**src/rtl/ws2812_frame_sequencer.sv**
```systemverilog
// WS2812 chain refresh sequencer: walks LED frames from the frame mux and
// serialises each 24-bit GRB word MSB-first as NRZ pulses, then holds the latch period.
module ws2812_frame_sequencer #(
  parameter int unsigned N_LEDS  = 8,
  parameter int unsigned T0H_CYC = 20,
  parameter int unsigned T1H_CYC = 40,
  parameter int unsigned BIT_CYC = 62,
  parameter int unsigned RST_CYC = 250
) (
  input  logic        clk,
  input  logic        rst_n,
  input  logic        start,
  input  logic [23:0] frame_in,
  output logic [2:0]  frame_sel,
  output logic        dout,
  output logic        busy,
  output logic        done
);

  localparam logic [15:0] BitLast = 16'(BIT_CYC - 1);
  localparam logic [15:0] BitPre  = 16'(BIT_CYC - 2);
  localparam logic [15:0] RstLast = 16'(RST_CYC - 1);
  localparam logic [15:0] T0h     = 16'(T0H_CYC);
  localparam logic [15:0] T1h     = 16'(T1H_CYC);
  localparam logic [2:0]  LedLast = 3'(N_LEDS - 1);

  typedef enum logic [1:0] {StIdle, StLoad, StBit, StLatch} state_e;

  state_e      state_q;
  logic [23:0] shift_q;
  logic [4:0]  bit_q;
  logic [15:0] cyc_q;
  logic [2:0]  led_q;
  logic [15:0] high_len;

  always_comb begin
    high_len = T0h;
    if (shift_q[23]) high_len = T1h;
  end

  // dout is computed from the current bit state, so the line lags the
  // sequencer by one cycle; done and busy are aligned to that line timing.
  always_ff @(posedge clk) begin
    if (!rst_n) begin
      state_q   <= StIdle;
      shift_q   <= '0;
      bit_q     <= '0;
      cyc_q     <= '0;
      led_q     <= '0;
      frame_sel <= '0;
      dout      <= 1'b0;
      busy      <= 1'b0;
      done      <= 1'b0;
    end else begin
      done <= 1'b0;
      dout <= (state_q == StBit) && (cyc_q < high_len);
      case (state_q)
        StIdle: begin
          cyc_q <= '0;
          bit_q <= '0;
          led_q <= '0;
          // The cycle carrying done still counts as busy, so start is ignored there.
          if (start && !done) begin
            state_q   <= StLoad;
            busy      <= 1'b1;
            frame_sel <= '0;
          end else begin
            busy <= 1'b0;
          end
        end
        StLoad: begin
          shift_q <= frame_in;
          bit_q   <= 5'd23;
          cyc_q   <= '0;
          state_q <= StBit;
        end
        StBit: begin
          if (cyc_q == BitLast) begin
            cyc_q <= '0;
            if (bit_q != 5'd0) begin
              shift_q <= {shift_q[22:0], 1'b0};
              bit_q   <= bit_q - 5'd1;
            end else if (led_q != LedLast) begin
              shift_q <= frame_in;
              bit_q   <= 5'd23;
              led_q   <= led_q + 3'd1;
            end else begin
              state_q <= StLatch;
            end
          end else begin
            cyc_q <= cyc_q + 16'd1;
            // Select the next LED one cycle early so the mux has a full cycle to settle.
            if (bit_q == 5'd0 && cyc_q == BitPre && led_q != LedLast) begin
              frame_sel <= frame_sel + 3'd1;
            end
          end
        end
        StLatch: begin
          if (cyc_q == RstLast) begin
            done      <= 1'b1;
            state_q   <= StIdle;
            frame_sel <= '0;
            led_q     <= '0;
            cyc_q     <= '0;
          end else begin
            cyc_q <= cyc_q + 16'd1;
          end
        end
        default: state_q <= StIdle;
      endcase
    end
  end

endmodule

```
**config.mk**
```make
export PLATFORM = sky130hd
export DESIGN_NAME = ws2812_frame_sequencer
export DESIGN_NICKNAME = d
export VERILOG_FILES = /design/src/rtl/ws2812_frame_sequencer.sv
export SDC_FILE = /design/constraint.sdc
export NUM_CORES = 1
export LEC_CHECK = 0
export ABC_AREA = 1
export CAP_MARGIN = 40
export CORE_ASPECT_RATIO = 0.5
export CORE_MARGIN = 2
export CORE_UTILIZATION = 63
export CTS_BUF_LIST = sky130_fd_sc_hd__clkbuf_2 sky130_fd_sc_hd__clkbuf_4 sky130_fd_sc_hd__clkbuf_8
export CTS_CLUSTER_DIAMETER = 50
export DETAILED_ROUTE_END_ITERATION = 10
export GPL_ROUTABILITY_DRIVEN = 0
export PLACE_DENSITY = 0.88
export SYNTH_ARGS = -nofsm -noshare
export SYNTH_HDL_FRONTEND = slang
export SYNTH_SLANG_ARGS = --single-unit
```
**constraint.sdc**
```tcl
create_clock -name clk -period 4.42 [get_ports clk]
set_input_delay 0.442 -clock clk [delete_from_list [all_inputs] [get_ports clk]]
set_output_delay 0.442 -clock clk [all_outputs]
set_load 0.02 [all_outputs]
```
; Word-level counts from Yosys, hierarchy flattened
; Cells that the tools add are included.
[classes]
n_addsub = 4
n_eq_ne = 16
order_cmp = 1
n_reduce_logical = 18
n_mux = 29
[ops]
columns = op, n
row1 = $mux W24, 3
row2 = $pmux W16 S3, 1
row3 = $pmux W24 S2, 1
row4 = $eq A16 B6 Y1 const B, 2
row5 = $mux W16, 2
row6 = $mux W3, 7
row7 = $pmux W3 S3, 2
row8 = $add A16 B1 Y16 const B, 1
row9 = $eq A16 B8 Y1 const B, 1
row10 = $lt A16 B16 Y1, 1
row11 = $mux W5, 3
row12 = $pmux W5 S3, 1
row13 = $reduce_and A5 Y1, 3
row14 = $mux W2, 5
row15 = $ne A2 B2 Y1 const B, 5
row16 = $pmux W2 S4, 1
row17 = $add A3 B1 Y3 const B, 2
row18 = $mux W6, 1
row19 = $ne A2 B1 Y1 const B, 3
row20 = $reduce_and A3 Y1, 2
row21 = $reduce_bool A3 Y1, 2
row22 = $logic_not A5 Y1, 1
row23 = $reduce_bool A5 Y1, 1
row24 = $sub A5 B1 Y5 const B, 1
row25 = other kinds (11), 16
[word_totals]
output_inout_bits = 6
inputBits = 27
elab_cells = 77
ff_bits = 56

; Longest topological paths before layout
; Gate-level depths: netlist of run 1.
[logic_depth]
ltp_word = 6
mapped_depth = 11
mapped_depth_nobuf = 11

; Least setup slack after synthesis of run 1
; No wires, ideal clock.
[synth_timing]
path_type = register to register
start = register state_q[0]
end = register shift_q[10]
path_stages_with_launch = 10
path_buffers = 1
t_required_ns = 4.304
slack_ns = 2.898
arrival_ns = 1.406
cell_sequence = dfxtp_1 inv_1 ha_1 nand2_1 nor2_1 nor2_1 nand2_4 clkbuf_2 o21ai_0 nor2_1
[synth_between]
elab_chain_cells = 3
elab_cells_between_ends = 7
[synth_lines]
columns = item, line
row1 = start: declaration, 29  ; state_e state_q;
row2 = start signal: assignment, 45  ; state_q <= StIdle;
row3 = start signal: assignment, 64  ; state_q <= StLoad;
row4 = start signal: assignment, 75  ; state_q <= StBit;
row5 = $eq A2 B2 Y1 / $eq A2 B1 Y1 (equally long branches), 57  ; case (state_q)
row6 = $ne A3 B1 Y1 (no line) (tied with other cells), n/a
row7 = $reduce_and A3 Y1 (no line), n/a
row8 = end signal: assignment, 72  ; shift_q <= frame_in;
row9 = end signal: assignment, 81  ; shift_q <= {shift_q[22:0], 1'b0};
row10 = end signal: assignment, 84  ; shift_q <= frame_in;
row11 = end: declaration, 30  ; logic [23:0] shift_q;
; Several ways; a longest one is shown, not always the timed one.
; A chain may end at the register's enable or synchronous reset.

; Final worst setup path of run 1
[layout_timing]
start = register state_q[0]
end = register led_q[0]
[layout_between]
elab_chain_cells = 3
elab_cells_between_ends = 10
[layout_lines]
columns = item, line
row1 = $eq A2 B2 Y1 / $logic_not A2 Y1 (equally long branches), 57
row2 = $ne A2 B1 Y1 (no line) (tied with other cells), n/a
row3 = $reduce_and A5 Y1 (no line), n/a
row4 = end signal: assignment, 86  ; led_q <= led_q + 3'd1;
row5 = end: declaration, 33  ; logic [2:0] led_q;
; Several ways; a longest one is shown, not always the timed one.

==> results of run 1 <==
[routing by layer]
| metal | wire, microns | vias up |
|---|---|---|
| met1 | 2731 | 1288 |
| met3 | 265 | 9 |
| li1 | - | 1436 |
| met2 | 3058 | 79 |
| met4 | 62 | 0 |
| met5 | 0 | - |
[logic make-up after synthesis]
family,Yosys count
adders and majority gates,15
buffers and inverters,49
xor gates and xnor gates,13
DFF,56
and+or+nand+nor,264
AOI/OAI and AO/OA,52
[cell usage in the layout, fill, tap and decap left out]
master                            count
sky130_fd_sc_hd__clkinv_2             2
sky130_fd_sc_hd__nor3b_1              1
sky130_fd_sc_hd__nand3b_1             1
sky130_fd_sc_hd__nand2_1            131
sky130_fd_sc_hd__ha_1                15
sky130_fd_sc_hd__a21oi_1             15
sky130_fd_sc_hd__o21a_1               2
sky130_fd_sc_hd__nand2_2              2
sky130_fd_sc_hd__nand4_1              3
sky130_fd_sc_hd__inv_2                3
sky130_fd_sc_hd__clkbuf_8             6
sky130_fd_sc_hd__xor2_1               9
sky130_fd_sc_hd__o21ai_0             34
sky130_fd_sc_hd__or2_2                2
sky130_fd_sc_hd__nor2_1             106
sky130_fd_sc_hd__o211ai_2             1
sky130_fd_sc_hd__dfxtp_1             56
sky130_fd_sc_hd__buf_8                1
sky130_fd_sc_hd__nor2_2               1
sky130_fd_sc_hd__xnor2_1              4
sky130_fd_sc_hd__inv_1               32
sky130_fd_sc_hd__nand2_4              2
sky130_fd_sc_hd__nand3_2              1
sky130_fd_sc_hd__clkdlybuf4s50_1     32
sky130_fd_sc_hd__nand3_1             10
sky130_fd_sc_hd__nor3_1               4
[critical path, delay by kind of cell, from the launching register on]
family / cells / cell delay (ns)
buffers and inverters: 2 / 0.60
DFF: 1 / 0.34
adders and majority gates: 1 / 0.55
and+or+nand+nor: 6 / 0.88
[sequential cells by signal, indices dropped and copies added, names as in the netlist]
| name | cells |
|---|---|
| state_q | 2 |
| bit_q | 5 |
| cyc_q | 16 |
| dout | 1 |
| busy | 1 |
| done | 1 |
| frame_sel | 3 |
| led_q | 3 |
| shift_q | 24 |
[cells in the mapped netlist (2+ instances only)]
| cell | number | area share |
|---|---|---|
| sky130_fd_sc_hd__o21ai_0 | 34 | 0.057 |
| sky130_fd_sc_hd__nor3_1 | 4 | 0.0068 |
| sky130_fd_sc_hd__o21a_1 | 2 | 0.0051 |
| sky130_fd_sc_hd__ha_1 | 15 | 0.063 |
| sky130_fd_sc_hd__xor2_1 | 9 | 0.027 |
| sky130_fd_sc_hd__inv_1 | 32 | 0.041 |
| sky130_fd_sc_hd__nand2_2 | 2 | 0.0042 |
| sky130_fd_sc_hd__inv_2 | 3 | 0.0038 |
| sky130_fd_sc_hd__buf_6 | 2 | 0.0076 |
| sky130_fd_sc_hd__clkbuf_1 | 4 | 0.0051 |
| sky130_fd_sc_hd__dfxtp_1 | 56 | 0.38 |
| sky130_fd_sc_hd__nand2_1 | 131 | 0.17 |
| sky130_fd_sc_hd__nand3_1 | 10 | 0.017 |
| sky130_fd_sc_hd__nor2_1 | 106 | 0.13 |
| sky130_fd_sc_hd__or2_2 | 2 | 0.0042 |
| sky130_fd_sc_hd__a21oi_1 | 15 | 0.025 |
| sky130_fd_sc_hd__nand4_1 | 3 | 0.0063 |
| sky130_fd_sc_hd__buf_2 | 6 | 0.010 |
| sky130_fd_sc_hd__xnor2_1 | 4 | 0.012 |
| sky130_fd_sc_hd__nand2_4 | 2 | 0.0076 |
[final cells by class]
cell class	instances	area share
tap	57	0.02108
clock buffer	6	0.02441
sequential	56	0.3314
clock inverter	2	0.002959
timing repair buffer	33	0.09911
inverter	35	0.03883
multi-input combinational	344	0.4822
[report_power, final]
group	switching [mW]	internal, mW
clock network	0.162	0.126
logic	0.557	0.317
registers	0.0901	0.662
[worst paths after layout]
| kind | from | endpoint | slack, ns | cells past startpoint |
|---|---|---|---|---|
| worst min-delay path | shift_q[13] | shift_q[13] | 0.49 | 2 |
| worst max-delay path | state_q[0] | led_q[0] | 1.94 | 9 |
| worst max register to register | state_q[0] | led_q[0] | 1.94 | 9 |
| worst min register to register | shift_q[13] | shift_q[13] | 0.49 | 2 |
==> flow_results.org, run 1 <==
** CTS
- Number of instances resized during post-cts repair :: 0
- Clock slew at reported path FFs :: 0.09 ns
- At the later pin of the worst-skew pair, clock insertion delay measures 0.30 ns.
- TritonCTS built the clock tree.
- CTS Root Buffer Type :: sky130_fd_sc_hd__clkbuf_8
- Number of buffers created by CTS :: 5
- Clock Sinks :: 56
- Setup bufs post-CTS :: 0
- No sink is reached through more buffers than the 2 on the longest clock path.
- Buffers inserted to repair hold after CTS numbered 0.
- H-Tree Level Count :: 2

** GRT
- Most used routing layer :: met2
- Met3 Resource Use GR :: 0.05333
- Overall global routing resource usage :: 0.2529
- Antenna violations before repair :: 0
- Met1 track utilization from global routing :: 0.3005
- The number of global-route vias before repair came to 2,518.
- Congestion Overflow GR :: 0
- Wire length of the first global-routing pass :: 10.61 mm
- Entering global routing, the biggest net connects 27 pins.
- For met2 alone, demand over resource in global routing was 0.4678.

** Route
- Final antenna-violating net count :: 0
- Routed vias/inst :: 5.276
- In this run, the number of DRC markers left after iteration 0 of detailed routing was 130.
- Vias after detailed routing :: 2,812
- After detailed routing, the number of remaining DRC violations is 0.
- Routed wire per std cell :: 11.48 microns
- After detailed routing, the total wire length is 6.117 mm.
- First-pass DRT Iterations :: 5

** Job
- The tool flagged a number of max-cap violations equal to 0.

** Synth
- Netlist Area Pre-Place :: 2964 sq um
- Number of library cell types mapped by synthesis :: 27
- Of the total synthesized cell area, the portion taken by AND, OR, NAND and NOR gates is 0.3567.
- Number of enable flip-flop cells after synthesis :: 0
- Mux share of post-synthesis cell area :: 0
- Of the synthesized area, sequential elements account for 0.3782.
- Synthesized net count :: 491
- Dominant combinational cell family by area after synthesis :: simple AND/OR/NAND/NOR gates
- Most used flip-flop cell after synthesis :: sky130_fd_sc_hd__dfxtp_1
- Synth warn :: 0
- The synthesized design contains 56 register bits.
- Cell count after synthesis :: 449
- Synth Area in Adders :: 0.06332
- Async set or reset register ratio after synthesis :: 0
- Averaged over all synthesized cells, the footprint is 6.602 sq um.
- Xor and xnor area share after synthesis :: 0.03841
- Compound-cell area share of the yosys netlist :: 0.09202

** Place
- In this run the tool buffered the top-level ports with 32 buffer cells.
- The placed instances occupy a cell area of 3291 sq um.
- The HPWL after detailed placement is 4.411 mm.
- Post-place setup slack :: 1.972 ns
- Counting tap cells, the placed design contains a total of 525 instances.

** Finish
- Net total in the final layout :: 517
- Total area of multi-input combinational cells :: 1632 sq um
- From synthesis to final layout, the design area changed by 14.14%.
- For this run, the share of the core covered by cells in the final layout is 0.7574.
- The repair_antennas step left the layout with diodes totalling 0.
- After the flow finishes, the layout carries non-filler instances totaling 533.
- Of the cells placed in the final design, the portion with a size suffix greater than 1 is 0.04412.
- Across the whole layout, storage elements account for 1121 sq um.
- The finished cells cover 3383 sq um.
- The layout has 362 filler cells.

** Status
- The flow ran to the end, and the final reports show no timing, DRC or antenna violations.

** Setup path
- At the worst endpoint, the required time is 4.63 ns.
- Largest fanout of any net on the critical path :: 26
- In this design, the stage delay of the slowest critical-path cell is 0.55 ns.
- STA classifies the critical path endpoint as a register.
- Max stage delay cell, worst path :: sky130_fd_sc_hd__ha_1
- Data on the critical path arrives at its endpoint at 2.69 ns.
- The worst setup path is launched from a register.
- The worst setup path is of the reg2reg kind.
- Traced cell by cell, the critical path runs through inv_1 > ha_1 > nand2_2 > inv_2 > nor2_1 > nand3_1 > nand2_1 > nand2_1 > nor2_1.

** STA
- F_max :: 403.9 MHz
- Count of final setup violators :: 0
- Total negative slack for setup checks :: 0 ns
- Final worst path period share :: 0.5602
- Setup slack on the critical path of the routed design comes to 1.944 ns.
- Clock Skew :: 0.001294 ns
- Setup repair after global routing left no endpoint under its margin.
- Number of hold violations in the final report :: 0
- Worst hold margin :: 0.4938 ns
- The worst path needs 2.476 ns of the cycle, external delays included.
- Max-slew violation total from the final report :: 0
- Slew HR :: 0.5502
- At the pin with the least slew margin, the transition time is 0.6727 ns.

** Power and ir drop
- Across the VDD grid, the largest voltage drop is 0.0002809 V.
- Power comes to 1.913 mW.
- Pwr Density :: 565.5 nW/um^2
- Leakage component of the power :: 1.483 nW

** Floorplanning
- Core Box Area :: 4467 sq um
- FP Rows :: 17
- From bottom edge to top edge, the die measures 52.50 microns.
- Number of ports placed on the die boundary :: 33
- The die is 101.0 microns wide.
- The die covers 5303 sq um.
- Initial core utilization :: 0.6636

** Min path
- Hold Crit Class :: reg2reg
(Power assumes the default switching activity.)
==> inputs of run 2 (changes only) <==
Settings changed: CORE_UTILIZATION 63 to 53, PLACE_DENSITY 0.88 to 0.79.
Clock period 4.42 ns to 2.1 ns, I/O delays scaled along.
==> run 2 against run 1 <==
Clock-buffer cell count decreased by 1. Sequential power increased by 110%. Via count decreased by 6.2%. Flip-flop and latch count unchanged. Non-clock buffer count increased by 4. Highest routed layer unchanged. Sequential share of layout area decreased by 0.95 points. Total power increased by 120%. Cell count increased by 3.8%.
==> flow_results.org, run 2 (synthesized netlist as in run 1, its figures left out) <==
** Status
- The run finished with clean final reports.

** Power and ir drop
- Highest ir drop seen on vdd :: 0.0005228 V
- Total Power :: 4.286 mW
- Power spread over the standard cell area amounts to 1230 nW/um^2.
- Leakage component of the power :: 1.520 nW

** CTS
- Setup bufs post-CTS :: 0
- Clock tree from TritonCTS :: built
- After clock tree synthesis, the flow added hold-fix buffers numbering 0.
- CTS Root Buffer Type :: sky130_fd_sc_hd__clkbuf_8
- The number of gates resized after CTS was 0.
- H-Tree Level Count :: 2
- Number of buffers created by CTS :: 5
- Clock latency of the later-clocked register in the worst-skew pair :: 0.31 ns
- For this design, the sink count on the clock tree is 56.
- Clock-pin slew was measured on the worst setup and hold paths at 0.11 ns.
- Counting along the longest clock path gives a buffer depth of 2.

** Route
- Routed wire per std cell :: 10.47 microns
- After detailed routing, the number of remaining DRC violations is 0.
- Total routed wire length on the met1 layer :: 2.942 mm
- Routed vias/inst :: 4.772
- Final antenna-violating net count :: 0
- DRC marker count from the first detailed-route iteration :: 113
- The first detailed-routing pass ran for 4 iterations.
- The detailed router placed 2,639 vias in this run.
- The detailed router used layers up to and including met4.
- After detailed routing, the met2 layer carries 2.599 mm of wire.
- For this block, the routed nets add up to 5.790 mm of wire.
- Wire length on met3 :: 231 microns

** Floorplanning
- The die is 56.88 microns tall.
- Row generation in the floorplan step produced 19 rows.
- Core Box Area :: 5444 sq um
- Full die area :: 6243 sq um
- Measured along the x axis, the die boundary spans 109.8 microns.
- The initial utilization of the core area, before any placement, comes to 0.5445.
- During I/O placement, the number of pins put on the boundary was 33.

** Setup path
- Worst path arrival time :: 2.02 ns
- Required time worst endpoint :: 2.27 ns
- In this run the worst path has a maximum fanout of 16.
- The worst setup path is launched from a register.
- Type of element capturing the critical path :: register
- The worst setup path is of the reg2reg kind.

** GRT
- The initial antenna violation count came to 0.
- Maximum number of pins on one net before global-route repair :: 31
- Wire length of the first global-routing pass :: 10.31 mm
- Via count of the first global-routing pass :: 2,406
- Overall global routing resource usage :: 0.2069
- Congestion Overflow GR :: 0

** STA
- On the final layout, the worst clock skew is 0.01091 ns.
- Worst hold margin :: 0.4839 ns
- Number of hold violations in the final report :: 0
- Slew of the pin with the lowest slew margin :: 0.7782 ns
- For the final routed database, the setup TNS stands at 0 ns.
- The number of pins exceeding their max-slew limit in the final report was 0.
- The routed design could run at a clock period as short as 1.848 ns.
- Dividing the final minimum period by the clock period gives 0.8798.
- Static timing analysis puts the maximum clock frequency at 541.2 MHz.
- Unrepaired setup endpoints after global routing :: false
- Count of final setup violators :: 0
- In this run the tightest slew margin relative to its limit is 0.4797.

** Finish
- Commonest non-fill, non-tap cell in the layout :: sky130_fd_sc_hd__nand2_1
- Share of cells above drive strength 1 :: 0.05208
- From synthesis to final layout, the design area changed by 17.52%.
- The largest registers in the layout are shift_q: 24 flops, cyc_q: 16 flops, bit_q: 5 flops.
- Final antenna diode count :: 0
- Max reg flops :: 24
- In the final design database the tool counted 521 nets.
- Top library cells by usage in the layout, fill and taps aside :: 131 x sky130_fd_sc_hd__nand2_1, 106 x sky130_fd_sc_hd__nor2_1, 56 x sky130_fd_sc_hd__dfxtp_1, 34 x sky130_fd_sc_hd__o21ai_0
- Count of fill cells added during filler insertion :: 503
- The register with the most flip-flops in the final layout is shift_q.

** Place
- Input and output buffers added on the ports amount to 32.
- The HPWL after detailed placement is 4.266 mm.

** Min path
- Hold Crit Class :: in2reg

** Job
- Max-cap violations in this run came to 0.
[run 2: report_power, final]
group          internal (mW)  total (mW)  switching (mW)
registers               1.39        1.59           0.192
logic                  0.709        1.86            1.15
clock network          0.480       0.842           0.362
total                   2.58        4.29            1.70
[run 2: critical path, stage by stage (launching register included)]
cell                       delay [ns]
sky130_fd_sc_hd__dfxtp_1         0.38
sky130_fd_sc_hd__inv_1           0.11
sky130_fd_sc_hd__ha_1            0.30
sky130_fd_sc_hd__buf_4           0.20
sky130_fd_sc_hd__o211ai_2        0.64
sky130_fd_sc_hd__nor2_1          0.08
[run 2: layout make-up]
| cell class | count | area [sq um] | area share |
|---|---|---|---|
| multi-input combinational | 344 | 1632 | 0.4684 |
| sequential | 56 | 1121 | 0.3218 |
| timing repair buffer | 37 | 370.4 | 0.1063 |
| inverter | 35 | 131.4 | 0.03772 |
| tap | 73 | 91.34 | 0.02622 |
| clock buffer | 5 | 68.82 | 0.01976 |
| clock inverter | 3 | 68.82 | 0.01976 |
[run 2: worst paths after layout]
path	startpoint	end	slack [ns]	cells after the start
max reg2reg	state_q[0]	cyc_q[0]	0.25	5
max	state_q[0]	cyc_q[0]	0.25	5
min reg2reg	shift_q[12]	shift_q[12]	0.49	2
min	start	busy	0.48	3
[run 2: per-stage QoR]
step / setup WS, ns / cells / cell area, sq um / utilization
floorplan: 0.5783 / 449 / 2964 / -
global placement: 0.3728 / 545 / 3346 / 0.6146
detailed placement: 0.2660 / 545 / 3346 / 0.6146
CTS: 0.2537 / 553 / 3483 / 0.6399
global route: 0.03768 / 553 / 3483 / 0.6399
finish: 0.2524 / 553 / 3483 / 0.6399
[run 2: per-layer routing]
metal,global-route usage,vias up
li1,-,1449
met5,0,-
met1,0.2721,1137
met4,0.06510,0
met2,0.3386,51
met3,0.04530,2
==> inputs of run 3 (changes only) <==
Settings changed: CORE_MARGIN 2 to unset.
==> run 3 against run 2 <==
Core utilization increased by 2.3 points. Global-route usage is 0.20 points higher. Critical endpoint is now shift_q[21]. Clock-buffer cell count is 1 higher. Worst hold slack got worse by 0.0073 ns. Largest power group unchanged. Cell count decreased by 0.72%. First-iteration DRC count down 27%. Non-clock buffer count stayed put.
==> flow_results.org, run 3 (synthesized netlist as in run 1, its figures left out) <==
** Job
- MaxCap Viol Count :: 0

** CTS
- H-Tree Level Count :: 2
- The number of hold buffers added after CTS was 0.
- The root buffer cell chosen for the clock tree is sky130_fd_sc_hd__clkbuf_8.
- Counting every sink on the clock net gives 56.
- Buffers added to address setup during post-CTS repair amount to 0.
- Clock-pin slew was measured on the worst setup and hold paths at 0.09 ns.
- The clock passes through at most 2 buffers.
- Clock latency of the later-clocked register in the worst-skew pair :: 0.31 ns
- Number of instances resized during post-cts repair :: 0
- Clock tree from TritonCTS :: built
- TritonCTS created 5 clock buffers.

** STA
- Setup violations remaining at the end of the flow were counted as 0.
- Max-slew violation total from the final report :: 0
- Static timing analysis puts the maximum clock frequency at 542.3 MHz.
- Setup repair after global routing left no endpoint under its margin.
- Summed over all failing endpoints, the final setup total negative slack is 0 ns.
- Setup slack on the critical path of the routed design comes to 0.2560 ns.
- Time the final worst path needs with I/O delays and setup :: 1.844 ns
- The count of final hold-check violations came to 0.
- Worst hold margin :: 0.4766 ns
- For the pin with the worst max-slew slack, the measured transition is 0.7173 ns.
- Final worst path period share :: 0.8781
- Slew HR :: 0.5204
- For the final database, setup skew stands at 0.007695 ns.

** Finish
- In the final design database the tool counted 521 nets.
- In the final layout, the share of cells above drive strength 1 is 0.05010.
- The area growth from synthesis to layout is 15.41%.
- Commonest non-fill, non-tap cell in the layout :: sky130_fd_sc_hd__nand2_1
- The register with the most flip-flops in the layout has 24 of them.
- Top library cells by usage in the layout, fill and taps aside :: 131 x sky130_fd_sc_hd__nand2_1, 106 x sky130_fd_sc_hd__nor2_1, 56 x sky130_fd_sc_hd__dfxtp_1, 34 x sky130_fd_sc_hd__o21ai_0
- 0 antenna diodes ended up in the layout.
- The largest registers in the layout are shift_q: 24 flops, cyc_q: 16 flops, bit_q: 5 flops.
- Top reg by flops :: shift_q

** Route
- Routed vias/inst :: 4.836
- Wire length on met3 :: 189 microns
- Top routing layer in use :: met4
- The first detailed-routing pass ran for 4 iterations.
- DRC Markers :: 0
- Routed wire per std cell :: 10.30 microns
- The routed design uses 2.368 mm of met2 wire.
- DRC marker count from the first detailed-route iteration :: 82
- Final antenna-violating net count :: 0
- Detailed routing inserted a total of 2,655 vias.
- The routed design has 5.654 mm of wire.
- For this block, wires on met1 add up to 3.015 mm.

** Setup path
- At the worst endpoint, the required time is 2.35 ns.
- The worst register-to-register path has a depth of 9.
- Crit start category :: register
- Of all nets on the critical path, the largest fanout is 23.
- For the worst setup path, the data arrival time is 2.09 ns.
- STA classifies the critical path endpoint as a register.
- The critical path is of the reg2reg type.

** Power and ir drop
- Pint :: 2.356 mW
- Of the total power, the share spent switching nets is 0.4160.
- Summed over all nets, the switching power comes to 1.678 mW.
- Of the total power, combinational logic draws 0.456.
- Clk pwr share :: 0.151
- Pwr Density :: 1179 nW/um^2
- For this design the static power due to leakage is 1.496 nW.
- Highest ir drop seen on vdd :: 0.0005739 V
- Fraction of power consumed by sequential logic :: 0.393

** Min path
- The worst hold path was traced through 3 stages.
- The min-delay analysis places its worst path in the category in2reg.

** Floorplanning
- The floorplan step set the die height to 54.88 microns.
- 33 I/O pins were placed.
- Full die area :: 5914 sq um
- FP Rows :: 18
- Initial core utilization :: 0.5747
- Core Box Area :: 5157 sq um
- The floorplan step set the die width to 107.8 microns.

** GRT
- The first global-routing pass estimated 9.570 mm of wire.
- The initial antenna violation count was 0.
- The number of global-route vias before repair came to 2,199.
- Overall global routing resource usage :: 0.2089
- Global routing finished with a remaining overflow of 0.
- Maximum number of pins on one net before global-route repair :: 32

** Place
- At the placement stage, the worst setup path has a slack of 0.2881 ns.
- The HPWL after detailed placement is 4.043 mm.
- Count of port buffers added during placement :: 32

** Status
- The run finished with clean final reports.
## run 3: cell types whose count changed in the layout (fill, tap and decap cells not counted)
cell and change:
sky130_fd_sc_hd__buf_12 -1, sky130_fd_sc_hd__buf_4 +1, sky130_fd_sc_hd__bufinv_16 -2, sky130_fd_sc_hd__clkbuf_8 +1, sky130_fd_sc_hd__clkinv_4 +1, sky130_fd_sc_hd__inv_6 -1
## run 3: per-layer routing
layer	GRT usage	vias up
li1	-	1451
met5	0	-
met4	0.06849	0
met1	0.2718	1148
met2	0.3536	47
met3	0.04405	9
## run 3: stage by stage
step / util / power (mW) / cells / instance area (sq um)
2_1_floorplan: - / 3.061 / 449 / 2964
4_1_cts: 0.6633 / 4.052 / 549 / 3421
6_report: 0.6633 / 4.034 / 549 / 3421
5_1_grt: 0.6633 / 4.416 / 549 / 3421
3_3_place_gp: 0.6456 / 3.409 / 542 / 3329
3_5_place_dp: 0.6456 / 3.446 / 542 / 3329
## run 3: power groups by stage
stage | sequential [mW] | clock (mW) | combinational, mW
4_1_cts | 1.58 | 0.620 | 1.85
5_1_grt | 1.62 | 0.664 | 2.13
3_5_place_dp | 1.60 | 0 | 1.84
6_report | 1.58 | 0.610 | 1.84
3_3_place_gp | 1.60 | 0 | 1.81
2_1_floorplan | 1.61 | 0 | 1.45
## run 3: final timing paths
| check | slack (ns) | from | to |
|---|---|---|---|
| hold / removal | 0.48 | start | busy |
| setup / recovery | 0.26 | state_q[0] | shift_q[21] |
| hold reg to reg | 0.49 | shift_q[20] | shift_q[20] |
| setup reg to reg | 0.26 | state_q[0] | shift_q[21] |
## run 3: layout make-up
| type | instances | area [sq um] |
|---|---|---|
| Fill cell | 494 | 1737 |
| Multi-Input combinational cell | 344 | 1632 |
| Sequential cell | 56 | 1121 |
| Timing Repair Buffer | 37 | 357.8 |
| Inverter | 35 | 131.4 |
| Tap cell | 70 | 87.58 |
| Clock buffer | 6 | 82.58 |
| Clock inverter | 1 | 8.758 |
## run 3: worst max-delay path, cell delays in order (launching register included)
cell and delay (ns):
sky130_fd_sc_hd__dfxtp_1 0.37, sky130_fd_sc_hd__inv_1 0.10, sky130_fd_sc_hd__ha_1 0.32, sky130_fd_sc_hd__nand2_1 0.12
sky130_fd_sc_hd__nor2_1 0.06, sky130_fd_sc_hd__nor2_1 0.19, sky130_fd_sc_hd__nand2_4 0.13, sky130_fd_sc_hd__inv_2 0.31
sky130_fd_sc_hd__nor2_1 0.08, sky130_fd_sc_hd__nor2_1 0.11
